### src/rtl/click_fork_n.sv
// click_fork_n: 2-phase click-style fork that copies one input token to a selected subset of N_OUT branches
//   Parameters: WIDTH (payload bits), N_OUT (branches, 2..8), PHASE_INIT (reset phase of all handshakes)
//   clk, rst_n      : clock and synchronous active-low reset
//   in_req/in_ack   : input 2-phase handshake; a token is pending while they differ
//   in_data/in_sel  : token payload and branch select mask, sampled on acceptance
//   out_req/out_ack : per-branch 2-phase handshakes; out_req toggles only on selected branches
//   out_data        : payload of the last accepted token, shared by all branches
//   busy            : high while waiting for the selected branches to acknowledge
//   tok_cnt         : free-running count of completed tokens, wraps at 16 bits
//   Build option CLICK_FORK_SYNC_EN: 2-flop synchronizers on in_req and out_ack
module click_fork_n #(
   parameter int WIDTH = 8,
   parameter int N_OUT = 2,
   parameter bit PHASE_INIT = 1'b0
) (
   input  logic             clk,
   input  logic             rst_n,
   input  logic             in_req,
   output logic             in_ack,
   input  logic [WIDTH-1:0] in_data,
   input  logic [N_OUT-1:0] in_sel,
   output logic [N_OUT-1:0] out_req,
   input  logic [N_OUT-1:0] out_ack,
   output logic [WIDTH-1:0] out_data,
   output logic             busy,
   output logic [15:0]      tok_cnt
);
   typedef enum logic {IDLE, WAIT} state_t;
   state_t           state;
   logic [N_OUT-1:0] sel_q;
   logic             req_s;
   logic [N_OUT-1:0] ack_s;
`ifdef CLICK_FORK_SYNC_EN
   logic [1:0]       req_ff;
   logic [N_OUT-1:0] ack_ff0, ack_ff1;
   always_ff @(posedge clk) begin
      if (!rst_n) begin
         req_ff  <= {2{PHASE_INIT}};
         ack_ff0 <= {N_OUT{PHASE_INIT}};
         ack_ff1 <= {N_OUT{PHASE_INIT}};
      end else begin
         req_ff  <= {req_ff[0], in_req};
         ack_ff0 <= out_ack;
         ack_ff1 <= ack_ff0;
      end
   end
   assign req_s = req_ff[1];
   assign ack_s = ack_ff1;
`else
   assign req_s = in_req;
   assign ack_s = out_ack;
`endif
   assign busy = (state == WAIT);
   // Completion is checked only from the second WAIT edge on, so an empty or pre-matched
   // selection still spends exactly one cycle in WAIT.
   always_ff @(posedge clk) begin
      if (!rst_n) begin
         state    <= IDLE;
         in_ack   <= PHASE_INIT;
         out_req  <= {N_OUT{PHASE_INIT}};
         out_data <= '0;
         sel_q    <= '0;
         tok_cnt  <= '0;
      end else if (state == IDLE) begin
         if (req_s != in_ack) begin
            out_data <= in_data;
            sel_q    <= in_sel;
            out_req  <= out_req ^ in_sel;
            state    <= WAIT;
         end
      end else if (((ack_s ^ out_req) & sel_q) == '0) begin
         in_ack  <= ~in_ack;
         tok_cnt <= tok_cnt + 16'd1;
         state   <= IDLE;
      end
   end
endmodule

### config.mk
export PLATFORM = sky130hd
export DESIGN_NAME = click_fork_n
export DESIGN_NICKNAME = d
export VERILOG_FILES = /design/src/rtl/click_fork_n.sv
export SDC_FILE = /design/constraint.sdc
export NUM_CORES = 1
export LEC_CHECK = 0
export BUFFER_PORTS_ARGS = -buffer_cell sky130_fd_sc_hd__buf_2
export CORE_AREA = 2 2 59 67
export CTS_CLUSTER_SIZE = 40
export DETAILED_ROUTE_END_ITERATION = 10
export DIE_AREA = 0 0 61 69
export GPL_TIMING_DRIVEN = 0
export REMOVE_ABC_BUFFERS = 1
export SLEW_MARGIN = 20
export SYNTH_ARGS = -nofsm -noshare
export SYNTH_HDL_FRONTEND = slang
export SYNTH_SLANG_ARGS = --single-unit
### constraint.sdc
create_clock -name clk -period 1.9 [get_ports clk]
set_input_delay 0.57 -clock clk [delete_from_list [all_inputs] [get_ports clk]]
set_output_delay 0.57 -clock clk [all_outputs]
set_load 0.01 [all_outputs]
==> out/metrics.cfg, run 1 <==
[cts]
root_buffer=clkbuf_8
clock-sinks=30
insertion_delay_ps=280
hold_buffers=0
cts_resized=0
htreeDepth=2
clk_pin_slew_worst_paths_ps=60
post-cts-setup-buffers=0
tritoncts=built
clock_path_buffers=2
numCtsBuffers=5

[sta]
report.final.slew_viol_count=0
relSlewSlack_pct=48.7
fin_ws_ps=189
setup_tns_ps=0
hold_viol=0
max_freq_mhz=585
rsz0062_at_grt=false
worst_pin_slew_ps=769
fin_skew_ps=7.37
setup_violations=0
fin_crit_ps=1710
min_period_over_period_pct=90.0

[placement]
place_ws_ps=-81.2
io_buffers=42
dp_hpwl_um=2260
place_congestion=0.760

[critical_path]
worstPathRequired_ps=2100
path_max_fanout=8
worstPathArrival_ps=1910
crit_chain=buf_2 -> xnor2_1 -> o221ai_2 -> or4_1 -> a21oi_1
worst-setup-path-type=in -> reg
slowest_delay_ps=530
end_kind=flip-flop
r2r_setup_slack_ps=210
crit_slowest_cell=or4_1
startpoint_type=input port

[global_route]
grt_use_met1_pct=18.6
grt_max_degree=25
met2_usage_pct=27.4
grt_pass1_vias=1206
grt_pass1_wl_um=5240
grtUsageMet3_pct=5.44
gr-total-overflow=0
gr-usage-all-layers_pct=16.3
antenna_found_initial=0
busiest_layer=met2

[power]
p_per_area_nw_per_um2=1040
peakVddDrop_uv=589
p_leak_nw=0.770

[routing]
viasPerCell=5.16
wire_per_inst_um=12.5
dr.pass1.iters=4
wirelength_um=3070
vias=1269
drtIter0Drc=118
ant_nets=0
post-route-drc-count=0

[cells_and_area]
layout-drive-gt1-share_pct=31.1
final_util_pct=48.7
final_common_cell=buf_2
final_nets=211
syn_to_final_growth_pct=25.4
fillCellCount=349
layout_common_cells=42 x buf_2, 30 x dfxtp_1, 17 x nor2_1
diodes=0

[floorplanning]
row_count=23
pin_count=43
dieHeight_um=69
die_w_um=61
core-area_um2=3540
start_util_pct=38.9
design.die.area_um2=4210

[logic_synthesis]
ys_warn_count=0
yosys_register_bits=30
ys_seq_area_share_pct=43.6
ys_types=34
postSynthAreaPerCell_um2=9.11
synth_cells=151
synth_area_um2=1380

[min_path]
hp-class=reg -> reg

[run_status]
status=complete, no violations

[job]
cap_violations=0

-- worst max-delay path: cells and delay by family --
| family | cells | cell delay, ps |
|---|---|---|
| AO/OA/AOI/OAI | 2 | 380 |
| XOR/XNOR | 1 | 310 |
| buffers and inverters | 1 | 110 |
| AND/OR/NAND/NOR | 1 | 530 |
-- state kept, by name, indices dropped and copies added, names as in the netlist --
signal,flops
out_req,2
sel_q,2
busy,1
in_ack,1
tok_cnt,16
out_data,8
-- Yosys cell counts (all sizes together) --
cell / number / share of area [%]
xnor2: 7 / 4.5
a41o: 1 / 0.73
o21ai: 1 / 0.36
xor2: 2 / 1.3
a221oi: 1 / 1.1
nand3: 4 / 1.5
ha: 1 / 0.91
and2: 1 / 0.45
inv: 10 / 2.7
a211oi: 1 / 0.55
o21a: 2 / 1.1
a31o: 4 / 2.5
mux2i: 13 / 9.5
o221ai: 1 / 1.1
nand2: 8 / 2.2
nor3: 2 / 0.73
a21o: 1 / 0.55
buf: 2 / 0.73
o221a: 2 / 1.6
and4: 1 / 0.64
or4: 3 / 1.6
clkbuf: 3 / 0.82
and3: 3 / 1.4
nand2b: 4 / 1.8
a31oi: 1 / 0.45
dfxtp: 30 / 44
or3: 1 / 0.55
a22oi: 1 / 0.55
o31ai: 3 / 1.6
nor2: 19 / 5.4
a21oi: 9 / 3.3
nor3b: 2 / 1.1
nand4: 7 / 3.2
-- cells by family (layout without fill, tap and decap cells) --
group	after synthesis	count (layout)	share of synthesized area (%)
simple gates	55	55	20.5
flops	30	30	43.6
compound gates	28	28	15.5
buf+inv	15	60	4.27
mux	13	13	9.45
xor+xnor	9	9	5.73
fa+ha+maj	1	1	0.909
-- final timing paths --
kind	from	endpoint	cells past startpoint
worst max register to register	out_req[0]	tok_cnt[9]	4
worst min register to register	tok_cnt[15]	tok_cnt[15]	2
worst min-delay path	tok_cnt[15]	tok_cnt[15]	2
worst max-delay path	out_ack[0]	tok_cnt[9]	5
-- where the power goes --
part	internal, W	total (W)	switching [W]
combinational	0.000211	0.000465	0.000254
sequential	0.000713	0.000795	0.0000812
clock	0.000290	0.000528	0.000238
total	0.00122	0.00179	0.000573
-- routing by layer --
layer  wire length [um]  part of all wire [%]  vias to the layer above
met4                 40                   1.3                        0
met5                  0                     0                        -
met2               1520                    50                       50
li1                   -                     -                      624
met1               1310                    43                      592
met3                194                   6.3                        3
-- cell type report --
class	instances	area, um2	share of cell area, %
clock buffer	6	82.6	4.79
clock inverter	2	12.5	0.725
inverter	10	37.5	2.18
multi-input combinational	106	719	41.7
sequential	30	601	34.8
tap	50	62.6	3.63
timing repair buffer	42	210	12.2
-- through the flow --
stage          total power [W]  std cells  hold slack (ps)  cell area (um2)
2_1_floorplan          0.00113        146              490             1360
3_3_place_gp           0.00126        238              457             1630
3_5_place_dp           0.00128        238              480             1630
4_1_cts                0.00182        246              493             1720
5_1_grt                0.00190        246              502             1730
6_report               0.00179        246              488             1730
Note: power is estimated with default switching activity, not from simulation.
==> run 2: changes to the inputs <==
==> constraint.sdc (replaced) <==
create_clock -name clk -period 2.1 [get_ports clk]
set_input_delay 0.63 -clock clk [delete_from_list [all_inputs] [get_ports clk]]
set_output_delay 0.63 -clock clk [all_outputs]
set_load 0.01 [all_outputs]
==> out/metrics.cfg, run 2 (same netlist as run 1, synthesis figures left out) <==
[cts]
insertion_delay_ps=280  ; about the same
clock-sinks=30  ; unchanged
clk_pin_slew_worst_paths_ps=60  ; about the same
tritoncts=built  ; unchanged
numCtsBuffers=5  ; unchanged
clock_path_buffers=2  ; unchanged
htreeDepth=2  ; unchanged
cts_resized=0  ; unchanged
post-cts-setup-buffers=0  ; unchanged
root_buffer=clkbuf_8  ; unchanged
hold_buffers=0  ; unchanged

[floorplanning]
dieHeight_um=69  ; unchanged
core-area_um2=3540  ; unchanged
die_w_um=61  ; unchanged
start_util_pct=38.9  ; unchanged
pin_count=43  ; unchanged
design.die.area_um2=4210  ; unchanged
row_count=23  ; unchanged

[cells_and_area]
layout_common_cells=42 x buf_2, 30 x dfxtp_1, 18 x nor2_1  ; was 42 x buf_2, 30 x dfxtp_1, 17 x nor2_1
fillCellCount=350  ; was 349
diodes=0  ; unchanged
final_common_cell=buf_2  ; unchanged
top_regs=tok_cnt (16), out_data (8)  ; unchanged
syn_to_final_growth_pct=25.2  ; was 25.4%
top_register=tok_cnt  ; unchanged
largest_register_ffs=16  ; unchanged
layout-drive-gt1-share_pct=30.6  ; was 31.1%
stdcell_count=246  ; unchanged
final_nets=211  ; unchanged

[placement]
io_buffers=42  ; unchanged
place_congestion=0.760  ; unchanged
dp_hpwl_um=2260  ; unchanged
dp.cells=238  ; unchanged

[critical_path]
path_max_fanout=10  ; was 8
end_kind=flip-flop  ; unchanged
startpoint_type=flip-flop  ; was input port
worstPathArrival_ps=1950  ; was 1910 ps
worstPathRequired_ps=2270  ; was 2100 ps
critPathLaunch=busy  ; was out_ack[0]
worst-setup-path-type=reg -> reg  ; was in -> reg
reg2reg_from=busy  ; was out_req[0]
r2r_setup_slack_ps=320  ; was 210 ps

[power]
seq_power_share_pct=44.4  ; about the same
switching_share_pct=32.1  ; about the same
p_per_area_nw_per_um2=940  ; was 1040 nW/um2
p_sw_w=0.000520  ; was 0.000573 W
p_int_w=0.00110  ; was 0.00122 W
peakVddDrop_uv=534  ; was 589 uV
p_leak_nw=0.770  ; about the same
p_comb_share_pct=26.0  ; about the same
p_clk_share_pct=29.6  ; about the same

[sta]
fin_crit_ps=1780
rsz0062_at_grt=false  ; unchanged
report.final.slew_viol_count=0  ; unchanged
setup_tns_ps=0  ; unchanged
min_period_over_period_pct=84.9
setup_violations=0  ; unchanged
max_freq_mhz=561
hold_viol=0  ; unchanged
worst_pin_slew_ps=773  ; was 769 ps
fin_skew_ps=7.43  ; was 7.37 ps
relSlewSlack_pct=48.4  ; was 48.7%

[min_path]
hold_start=tok_cnt[15]  ; unchanged
hp-class=reg -> reg  ; unchanged

[routing]
drtIter0Drc=100  ; was 118
viasPerCell=5.17  ; was 5.16
ant_nets=0  ; unchanged
wirelength_um=3090  ; was 3070 um
dr.pass1.iters=4  ; unchanged
wire_per_inst_um=12.5  ; about the same
vias=1271  ; was 1269
post-route-drc-count=0  ; unchanged

[global_route]
antenna_found_initial=0  ; unchanged
grt_max_degree=25  ; unchanged
grt_pass1_vias=1206  ; unchanged
gr-total-overflow=0  ; unchanged
gr-usage-all-layers_pct=16.3  ; unchanged
grt_pass1_wl_um=5240  ; unchanged

[job]
cap_violations=0  ; unchanged

[run_status]
status=complete, no violations  ; unchanged

run 2: cell counts in the layout (fill, tap and decap cells not counted):
No cell type changed its count.
run 2: power groups by stage:
stage	registers [W]	clock network, W	logic, W
after floorplan	0.000755	0	0.000264
after global placement	0.000726	0	0.000413
after detailed placement	0.000730	0	0.000426
after CTS	0.000720	0.000497	0.000428
after global routing	0.000731	0.000518	0.000473
final	0.000719	0.000479	0.000421
run 2: critical path, cell delays in order, from the launching register on:
cell and delay, ps:
dfxtp_1 530, nand4_1 210, nor2_1 530, a31oi_1 170
a41o_1 220
run 2: final timing paths:
kind,endpoint,cells past startpoint
hold / removal,tok_cnt[15],2
setup / recovery,tok_cnt[8],4
setup reg to reg,tok_cnt[8],4
hold reg to reg,tok_cnt[15],2
run 2: through the flow:
stage	instance area [um2]	worst slack, ps	total power [W]	util [%]	hold slack [ps]
2_1_floorplan	1360	338	0.00102	-	490
3_3_place_gp	1630	93.1	0.00114	46.0	457
3_5_place_dp	1630	58.8	0.00116	46.0	480
4_1_cts	1720	345	0.00164	48.7	493
5_1_grt	1720	180	0.00172	48.7	502
6_report	1720	317	0.00162	48.7	488
run 2: cell type report:
class	count	area [um2]	share of cell area (%)
clock buffer	6	82.6	4.79
multi-input combinational	106	717	41.6
tap	50	62.6	3.63
inverter	10	37.5	2.18
sequential	30	601	34.9
timing repair buffer	42	210	12.2
clock inverter	2	12.5	0.726
run 2: metal layers:
metal  routed length [um]  track usage [%]  share of wire, %
met1                 1300             18.6                42
met2                 1520             27.4                49
met3                  217             5.44               7.0
met4                   40             5.56               1.3
met5                    0                0                 0
==> run 3: changes to the inputs <==
--- a/config.mk
+++ b/config.mk
@@ -11,6 +11,7 @@
 export DETAILED_ROUTE_END_ITERATION = 10
 export DIE_AREA = 0 0 61 69
 export GPL_TIMING_DRIVEN = 0
+export PLACE_DENSITY = 0.66
 export REMOVE_ABC_BUFFERS = 1
 export SLEW_MARGIN = 20
 export SYNTH_ARGS = -nofsm -noshare
==> constraint.sdc (replaced) <==
create_clock -name clk -period 1.64 [get_ports clk]
set_input_delay 0.492 -clock clk [delete_from_list [all_inputs] [get_ports clk]]
set_output_delay 0.492 -clock clk [all_outputs]
set_load 0.01 [all_outputs]
==> out/metrics.cfg, run 3 (same netlist as run 1, synthesis figures left out) <==
[critical_path]
worstPathRequired_ps=1840  ; was 2270 ps
worst-setup-path-type=reg -> reg  ; unchanged
crit_chain=xnor2_4 -> o221ai_4 -> or4_1 -> a21oi_1  ; was nand4_1 -> nor2_1 -> a31oi_1 -> a41o_1
end_kind=flip-flop  ; unchanged
slowest_delay_ps=520  ; was 530 ps
r2r_cells=4  ; unchanged
worstReg2RegEnd=tok_cnt[9]  ; was tok_cnt[8]
startpoint_type=flip-flop  ; unchanged
reg2reg_from=out_req[1]  ; was busy
crit_slowest_cell=or4_1  ; was dfxtp_1
worstPathArrival_ps=1730  ; was 1950 ps
r2r_setup_slack_ps=110  ; was 320 ps
path_max_fanout=8  ; was 10

[cts]
clock-sinks=30  ; unchanged
tritoncts=built  ; unchanged
insertion_delay_ps=280  ; about the same
numCtsBuffers=5  ; unchanged
clock_path_buffers=2  ; unchanged
htreeDepth=2  ; unchanged
root_buffer=clkbuf_8  ; unchanged
post-cts-setup-buffers=0  ; unchanged
clk_pin_slew_worst_paths_ps=60  ; about the same

[global_route]
grtUsageMet3_pct=6.94  ; was 5.44%
grt_max_degree=25  ; unchanged
gr-total-overflow=0  ; unchanged
grt_use_met1_pct=18.6  ; about the same
antenna_found_initial=0  ; unchanged
gr-usage-all-layers_pct=15.3  ; was 16.3%
grt_pass1_vias=1116  ; was 1206
busiest_layer=met2  ; unchanged
met2_usage_pct=23.1  ; was 27.4%
grt_pass1_wl_um=4930  ; was 5240 um

[routing]
viasPerCell=4.98  ; was 5.17
vias=1224  ; was 1271
drtIter0Drc=57  ; was 100
wire_per_inst_um=11.8  ; was 12.5 um
post-route-drc-count=0  ; unchanged
dr.pass1.iters=4  ; unchanged
wirelength_um=2900  ; was 3090 um
ant_nets=0  ; unchanged

[cells_and_area]
multiInputGateArea_um2=773  ; was 717 um2
top_register=tok_cnt  ; unchanged
final_nets=211  ; unchanged
layout_common_cells=42 x buf_2, 27 x dfxtp_1, 17 x nor2_1  ; was 42 x buf_2, 30 x dfxtp_1, 18 x nor2_1
largest_register_ffs=16  ; unchanged
ff_latch_area_um2=604  ; was 601 um2
top_regs=tok_cnt (16), out_data (8)  ; unchanged
syn_to_final_growth_pct=29.5  ; was 25.2%
design_area_um2=1780  ; was 1720 um2
final_util_pct=50.4  ; was 48.7%
stdcell_count=246  ; unchanged
fillCellCount=346  ; was 350
diodes=0  ; unchanged
final_common_cell=buf_2  ; unchanged
layout-drive-gt1-share_pct=34.2  ; was 30.6%

[floorplanning]
dieHeight_um=69  ; unchanged
start_util_pct=38.9  ; unchanged
pin_count=43  ; unchanged
core-area_um2=3540  ; unchanged
design.die.area_um2=4210  ; unchanged
row_count=23  ; unchanged
die_w_um=61  ; unchanged

[placement]
io_buffers=42  ; unchanged
place_congestion=0.721  ; was 0.760
placed_cell_area_um2=1630  ; unchanged
dp.cells=238  ; unchanged
dp_hpwl_um=2140  ; was 2260 um

[run_status]
status=complete, no violations  ; unchanged

[sta]
whs_ps=443  ; was 488 ps
setup_violations=0  ; unchanged
fin_crit_ps=1530  ; was 1780 ps
relSlewSlack_pct=49.0  ; was 48.4%
min_period_over_period_pct=93.0  ; was 84.9%
max_freq_mhz=656  ; was 561 MHz
worst_pin_slew_ps=764  ; was 773 ps
fin_skew_ps=3.01  ; was 7.43 ps
hold_viol=0  ; unchanged
rsz0062_at_grt=false  ; unchanged
report.final.slew_viol_count=0  ; unchanged

[min_path]
hp-class=in -> reg  ; was reg -> reg
hold_start=in_data[6]  ; was tok_cnt[15]
whs_endpoint=out_data[6]  ; was tok_cnt[15]
holdPathStages=3  ; was 2

[power]
p_leak_nw=0.785  ; was 0.770 nW
p_per_area_nw_per_um2=1200  ; was 940 nW/um2
peakVddDrop_uv=754  ; was 534 uV

[job]
cap_violations=0  ; unchanged

-- run 3: cell counts in the layout (fill, tap and decap cells not counted) --
Identical to the previous run, type by type.
-- run 3: final cells by class --
| class | instances | share of cell area, % |
|---|---|---|
| multi-input combinational | 106 | 43.4 |
| tap | 50 | 3.51 |
| clock inverter | 2 | 0.702 |
| clock buffer | 6 | 4.63 |
| inverter | 10 | 2.11 |
| timing repair buffer | 42 | 11.8 |
| sequential | 30 | 33.9 |
-- run 3: metrics by stage --
stage,setup WS (ps),setup TNS [ps],total power (W)
detailed placement,-297,-2240,0.00148
global route,34.5,0,0.00227
floorplan,16.3,0,0.00130
global placement,-246,-1890,0.00147
CTS,9.42,0,0.00213
finish,115,0,0.00213
-- run 3: worst max-delay path, delay by kind of cell (launching register included) --
family / cells / cell delay [ps]
compound gates: 2 / 350
simple gates: 1 / 520
flops: 1 / 360
xor+xnor: 1 / 210
-- run 3: how the worst max path moves through the flow --
stage / from / endpoint / slack [ps]
finish: out_req[1] / tok_cnt[9] / 110
global route: out_req[1] / tok_cnt[11] / 30
CTS: out_req[1] / tok_cnt[9] / 9
detailed placement: out_ack[1] / tok_cnt[9] / -300
global placement: out_ack[1] / tok_cnt[11] / -250
floorplan: out_ack[1] / tok_cnt[11] / 20
-- run 3: report_power, final --
| group | internal (W) | leakage [nW] | switching [W] |
|---|---|---|---|
| clock | 0.000337 | 0.0472 | 0.000285 |
| combinational | 0.000273 | 0.492 | 0.000303 |
| sequential | 0.000832 | 0.245 | 0.000104 |
-- run 3: timing repair --
item / in CTS / in global routing
hold buffers: 0 / 0
endpoints found under the setup margin: 8 / 5
cloned: 0 / 0
resized for setup: 4 / 6
-- run 3: metal layers --
layer / part of all wire (%) / wire (um)
met3: 8.3 / 241
met5: 0 / 0
met2: 44 / 1270
met4: 2.1 / 61
met1: 46 / 1330
